==> src/rtl/csi2_packet_sequencer.sv <==
// Packet-level sequencer for one D-PHY receiver lane: frames CSI-2 packets from the byte stream,
// forwards header and payload, then pulses the receiver reset so it re-hunts the next SoT.
//
// state   | meaning
// IDLE    | waiting for the first byte of a packet (data_id)
// HEADER  | collecting word count LSB, MSB, then the ECC byte
// PAYLOAD | forwarding word_count bytes, one clock after they arrive
// FOOTER  | discarding the two CRC bytes
// FLUSH   | holding rx_reset for RESET_CYCLES clocks; input ignored

module csi2_packet_sequencer #(
  parameter logic [15:0] MAX_WC       = 16'd4096,
  parameter int unsigned TIMEOUT      = 16,
  parameter int unsigned RESET_CYCLES = 2
) (
  input  logic        clock,
  input  logic        reset,
  input  logic [7:0]  rx_data,
  input  logic        rx_enable,
  output logic        rx_reset,
  output logic        header_valid,
  output logic [7:0]  data_id,
  output logic [15:0] word_count,
  output logic [7:0]  payload_data,
  output logic        payload_valid,
  output logic        packet_done,
  output logic        error,
  output logic [1:0]  error_code,
  output logic        busy
);

  typedef enum logic [2:0] {
    S_IDLE,
    S_HEADER,
    S_PAYLOAD,
    S_FOOTER,
    S_FLUSH
  } state_t;

  localparam logic [15:0] TIMEOUT_LAST = 16'(TIMEOUT - 1);
  localparam logic [15:0] RESET_LAST   = 16'(RESET_CYCLES - 1);
  localparam logic [1:0]  ERR_TIMEOUT  = 2'd1;
  localparam logic [1:0]  ERR_WC       = 2'd2;

  state_t      state_q;
  logic [1:0]  hdr_cnt_q;
  logic        crc_cnt_q;
  logic [15:0] remain_q;
  logic [15:0] idle_cnt_q;
  logic [15:0] flush_cnt_q;
  logic        rx_reset_q;
  logic        header_valid_q;
  logic [7:0]  data_id_q;
  logic [15:0] word_count_q;
  logic [7:0]  payload_data_q;
  logic        payload_valid_q;
  logic        packet_done_q;
  logic        error_q;
  logic [1:0]  error_code_q;
  logic        busy_q;

  always_ff @(posedge clock or negedge reset) begin
    if (!reset) begin
      state_q         <= S_IDLE;
      hdr_cnt_q       <= 2'd0;
      crc_cnt_q       <= 1'b0;
      remain_q        <= 16'd0;
      idle_cnt_q      <= 16'd0;
      flush_cnt_q     <= 16'd0;
      rx_reset_q      <= 1'b0;
      header_valid_q  <= 1'b0;
      data_id_q       <= 8'd0;
      word_count_q    <= 16'd0;
      payload_data_q  <= 8'd0;
      payload_valid_q <= 1'b0;
      packet_done_q   <= 1'b0;
      error_q         <= 1'b0;
      error_code_q    <= 2'd0;
      busy_q          <= 1'b0;
    end else begin
      header_valid_q  <= 1'b0;
      payload_valid_q <= 1'b0;
      packet_done_q   <= 1'b0;
      error_q         <= 1'b0;

      case (state_q)
        S_IDLE: begin
          idle_cnt_q <= 16'd0;
          if (rx_enable) begin
            data_id_q <= rx_data;
            hdr_cnt_q <= 2'd1;
            busy_q    <= 1'b1;
            state_q   <= S_HEADER;
          end
        end

        S_HEADER, S_PAYLOAD, S_FOOTER: begin
          if (rx_enable) begin
            idle_cnt_q <= 16'd0;
            if (state_q == S_HEADER) begin
              if (hdr_cnt_q == 2'd1) begin
                word_count_q[7:0] <= rx_data;
                hdr_cnt_q         <= 2'd2;
              end else if (hdr_cnt_q == 2'd2) begin
                word_count_q[15:8] <= rx_data;
                hdr_cnt_q          <= 2'd3;
              end else begin
                // ECC byte: the header fields are complete, decide the packet type
                header_valid_q <= 1'b1;
                hdr_cnt_q      <= 2'd0;
                if (data_id_q[5:0] <= 6'h0F) begin
                  packet_done_q <= 1'b1;
                  rx_reset_q    <= 1'b1;
                  flush_cnt_q   <= RESET_LAST;
                  state_q       <= S_FLUSH;
                end else if (word_count_q > MAX_WC) begin
                  error_q      <= 1'b1;
                  error_code_q <= ERR_WC;
                  rx_reset_q   <= 1'b1;
                  flush_cnt_q  <= RESET_LAST;
                  state_q      <= S_FLUSH;
                end else if (word_count_q == 16'd0) begin
                  crc_cnt_q <= 1'b0;
                  state_q   <= S_FOOTER;
                end else begin
                  remain_q <= word_count_q;
                  state_q  <= S_PAYLOAD;
                end
              end
            end else if (state_q == S_PAYLOAD) begin
              payload_data_q  <= rx_data;
              payload_valid_q <= 1'b1;
              remain_q        <= remain_q - 16'd1;
              if (remain_q <= 16'd1) begin
                crc_cnt_q <= 1'b0;
                state_q   <= S_FOOTER;
              end
            end else begin
              if (!crc_cnt_q) begin
                crc_cnt_q <= 1'b1;
              end else begin
                packet_done_q <= 1'b1;
                rx_reset_q    <= 1'b1;
                flush_cnt_q   <= RESET_LAST;
                state_q       <= S_FLUSH;
              end
            end
          end else if (idle_cnt_q == TIMEOUT_LAST) begin
            // Payload already forwarded stays forwarded; only the abort is reported
            idle_cnt_q   <= 16'd0;
            error_q      <= 1'b1;
            error_code_q <= ERR_TIMEOUT;
            rx_reset_q   <= 1'b1;
            flush_cnt_q  <= RESET_LAST;
            state_q      <= S_FLUSH;
          end else begin
            idle_cnt_q <= idle_cnt_q + 16'd1;
          end
        end

        S_FLUSH: begin
          idle_cnt_q <= 16'd0;
          if (flush_cnt_q == 16'd0) begin
            rx_reset_q <= 1'b0;
            busy_q     <= 1'b0;
            state_q    <= S_IDLE;
          end else begin
            flush_cnt_q <= flush_cnt_q - 16'd1;
          end
        end

        default: begin
          state_q <= S_IDLE;
          busy_q  <= 1'b0;
        end
      endcase
    end
  end

  assign rx_reset      = rx_reset_q;
  assign header_valid  = header_valid_q;
  assign data_id       = data_id_q;
  assign word_count    = word_count_q;
  assign payload_data  = payload_data_q;
  assign payload_valid = payload_valid_q;
  assign packet_done   = packet_done_q;
  assign error         = error_q;
  assign error_code    = error_code_q;
  assign busy          = busy_q;

endmodule

==> config.mk <==
export PLATFORM = sky130hd
export DESIGN_NAME = csi2_packet_sequencer
export DESIGN_NICKNAME = d
export VERILOG_FILES = /design/src/rtl/csi2_packet_sequencer.sv
export SDC_FILE = /design/constraint.sdc
export NUM_CORES = 1
export LEC_CHECK = 0
export CAP_MARGIN = 20
export CORE_UTILIZATION = 40
export DETAILED_ROUTE_END_ITERATION = 8
export PLACE_DENSITY_LB_ADDON = 0.15
export SLEW_MARGIN = 20
export SYNTH_ARGS = -nofsm -noshare
export SYNTH_HDL_FRONTEND = slang
export SYNTH_SLANG_ARGS = --single-unit
==> constraint.sdc <==
create_clock -name clock -period 3.14 [get_ports clock]
set_input_delay 0.942 -clock clock [delete_from_list [all_inputs] [get_ports clock]]
set_output_delay 0.942 -clock clock [all_outputs]
set_load 0.01 [all_outputs]
==> results_dict.tcl <==
set metrics [dict create \
    overflow 0 \
    fillerInstances 1054 \
    syn_inst 500 \
    nets 575 \
    cellPowerDensity_nw_per_um2 941 \
    crit_type "in2reg" \
    clkSinkCount 94 \
    vdd.ir_drop.worst_mv 0.532 \
    yosys_warnings 0 \
    clock_latency_ns 0.35 \
    worstHoldPathType "in2async" \
    grt_max_degree 45 \
    slew_viol_final 0 \
    clock_path_buffers 2 \
    dr_total_vias 4005 \
    final_cell_mix "dfrtp_1 (94), nand2_1 (51), clkdlybuf4s50_1 (49)" \
    critical-path-top-delay-family "buffers and inverters" \
    r2r-end "flush_cnt_q[11]$_DFFE_PN0P_" \
    grt_pass1_wl_um 19800 \
    drc 0 \
    setup_viol 0 \
    layout_commonest_cell "dfrtp_1" \
    r2r-start "flush_cnt_q[0]$_DFFE_PN0P_" \
    start_util 0.418 \
    cts-root-buf "clkbuf_16" \
    avgSynthCellArea_um2 9.74 \
    arrival_ns 3.06 \
    cts_buffers 9 \
    power_mw 5.57 \
    path_clk_slew_ns 0.07 \
    synth_area_um2 4870 \
    seq_area_um2 2350 \
    path_buf_inv 3 \
    maxSlewHeadroom 0.593 \
    io_pins 51 \
    layout-drive-gt1-share 0.158 \
    seq_area_frac_synth 0.483 \
    antenna_found_initial 0 \
    postSynth.asyncResetShare 1.00 \
    io_buffer_count 50 \
    vias_per_cell 5.67 \
    cp-start-kind "input pin" \
    synth.distinct_cells 58 \
    slowest_stage "clkdlybuf4s50_1" \
    core_area_um2 11700 \
    worst_pin_slew_ns 0.607 \
    max_freq_mhz 361 \
    cp-end-kind "register" \
    worstPathCellList "clkdlybuf4s50_1 -> nor4bb_2 -> and4_1 -> buf_4 -> nor4_2 -> buf_4 -> a211oi_1 -> a31o_1" \
    cts_resized 0 \
    syn-num-nets 517 \
    cts_setup_buffers 0 \
    rr_worst_depth 9 \
    multiInputGateArea_um2 2350 \
    post_drt_wl_per_cell_um 16.6 \
    rsz0062_at_grt "false" \
    tns_ns 0 \
    cts_max_level 3 \
    die_w_um 112 \
    ant_nets 0 \
    synth_edf_count 0 \
    finalCritPeriodShare 0.882 \
    drtPass1Iterations 4 \
    dieArea_um2 12600 \
    grt_use_total 0.200 \
    synthFlopType "dfrtp_1" \
    max-cap-violations 0 \
    worst_path_largest_cell_delay_ns 0.56 \
    period_minus_slack_ns 2.77 \
    drt_iter0_drc 221 \
    path_common_cell "buf_4" \
    worstPathMaxFanout 13 \
    std_cell_rows 39 \
    status "finished clean" \
    routabilityCongestion 0.837 \
    cts_tree "done" \
    diodes 0 \
    ctsHoldBuffers 0 \
    routed_wl_um 11800 \
    grt_pass1_vias 3909 \
    required_ns 3.43 \
    synthToLayoutAreaGrowth_pct 21.5 \
    r2r_slack_ns 0.42 \
    ys_seq_elements 94 \
    hpwlAfterDp_um 8470 \
    finalHoldViolations 0 \
    die_height_um 112 \
    finClkSkew_ns 0.00531 \
    p_leak_nw 2.46 \
]
[per-stage QoR]
step | instance area [um^2] | setup slack (ns) | cells | utilization | hold slack (ns)
2_1_floorplan | 4870 | 0.546 | 500 | - | 0.475
3_3_place_gp | 5620 | 0.105 | 690 | 0.482 | 0.467
3_5_place_dp | 5620 | 0.0343 | 690 | 0.482 | 0.464
4_1_cts | 5920 | 0.401 | 706 | 0.508 | 0.481
5_1_grt | 5920 | 0.188 | 706 | 0.508 | 0.499
6_report | 5920 | 0.371 | 706 | 0.508 | 0.477
[cells in the mapped netlist (3+ instances only)]
library cell / n / share of area
dfrtp_1: 94 / 0.48
nand2_1: 51 / 0.039
nor2_1: 42 / 0.032
mux2_2: 31 / 0.072
o21ai_0: 28 / 0.029
a21oi_1: 22 / 0.023
nor4_1: 22 / 0.028
nand3_1: 18 / 0.018
nor3_1: 18 / 0.018
clkbuf_1: 16 / 0.012
inv_1: 14 / 0.011
o211ai_1: 14 / 0.022
xnor2_1: 11 / 0.020
a31oi_1: 8 / 0.010
and3_1: 8 / 0.010
buf_2: 8 / 0.0082
or3_1: 8 / 0.010
or4_1: 7 / 0.011
ha_1: 6 / 0.015
nand2b_1: 6 / 0.0077
o31ai_1: 5 / 0.0077
a22oi_1: 4 / 0.0062
o21ai_1: 4 / 0.0041
or4_4: 4 / 0.0092
a211oi_1: 3 / 0.0046
and4_1: 3 / 0.0054
nor2b_1: 3 / 0.0039
o311ai_0: 3 / 0.0054
[report_power, final]
| group | internal [mW] | total (mW) | switching [mW] |
|---|---|---|---|
| clock network | 0.623 | 1.11 | 0.488 |
| logic | 1.21 | 2.47 | 1.26 |
| registers | 1.58 | 2.00 | 0.411 |
| total | 3.42 | 5.57 | 2.15 |
[cell type report]
class | instances | area share
multi-input combinational | 365 | 0.396
clock buffer | 10 | 0.0387
sequential | 94 | 0.397
tap | 143 | 0.0302
inverter | 14 | 0.00888
clock inverter | 6 | 0.0120
timing repair buffer | 74 | 0.117
[cells by family after synthesis]
kind of cell	count (synthesis)	share of synthesized area
simple gates	209	0.228
compound gates	105	0.138
flops	94	0.483
buf+inv	41	0.0367
mux	34	0.0791
xor+xnor	11	0.0198
fa+ha+maj	6	0.0154
[flip-flops by register name, indices dropped and copies added (netlist names)]
register / count
rx_reset: 1
error_code: 2
hdr_cnt_q: 2
header_valid: 1
remain_q: 16
flush_cnt_q: 16
idle_cnt_q: 16
word_count: 16
error: 1
data_id: 8
state_q: 3
payload_valid: 1
payload_data: 8
crc_cnt_q: 1
busy: 1
packet_done: 1
[metal layers]
layer / GRT usage / part of all wire / vias up
met5: 0 / 0 / -
met4: 0.0551 / 0.0058 / 0
met3: 0.0567 / 0.047 / 5
met2: 0.337 / 0.49 / 74
met1: 0.250 / 0.46 / 1974
li1: - / - / 1952
[worst max-delay path by stage]
stage	start	end	slack, ns	depth (start not counted)
CTS	rx_enable	flush_cnt_q[11]$_DFFE_PN0P_	0.40	8
global placement	rx_enable	word_count[11]$_DFFE_PN0P_	0.11	5
global route	rx_enable	flush_cnt_q[11]$_DFFE_PN0P_	0.19	8
floorplan	rx_enable	payload_data[3]$_DFFE_PN0P_	0.55	5
detailed placement	rx_enable	flush_cnt_q[11]$_DFFE_PN0P_	0.03	8
finish	rx_enable	flush_cnt_q[11]$_DFFE_PN0P_	0.37	8
Note: power is estimated with default switching activity, not from simulation.
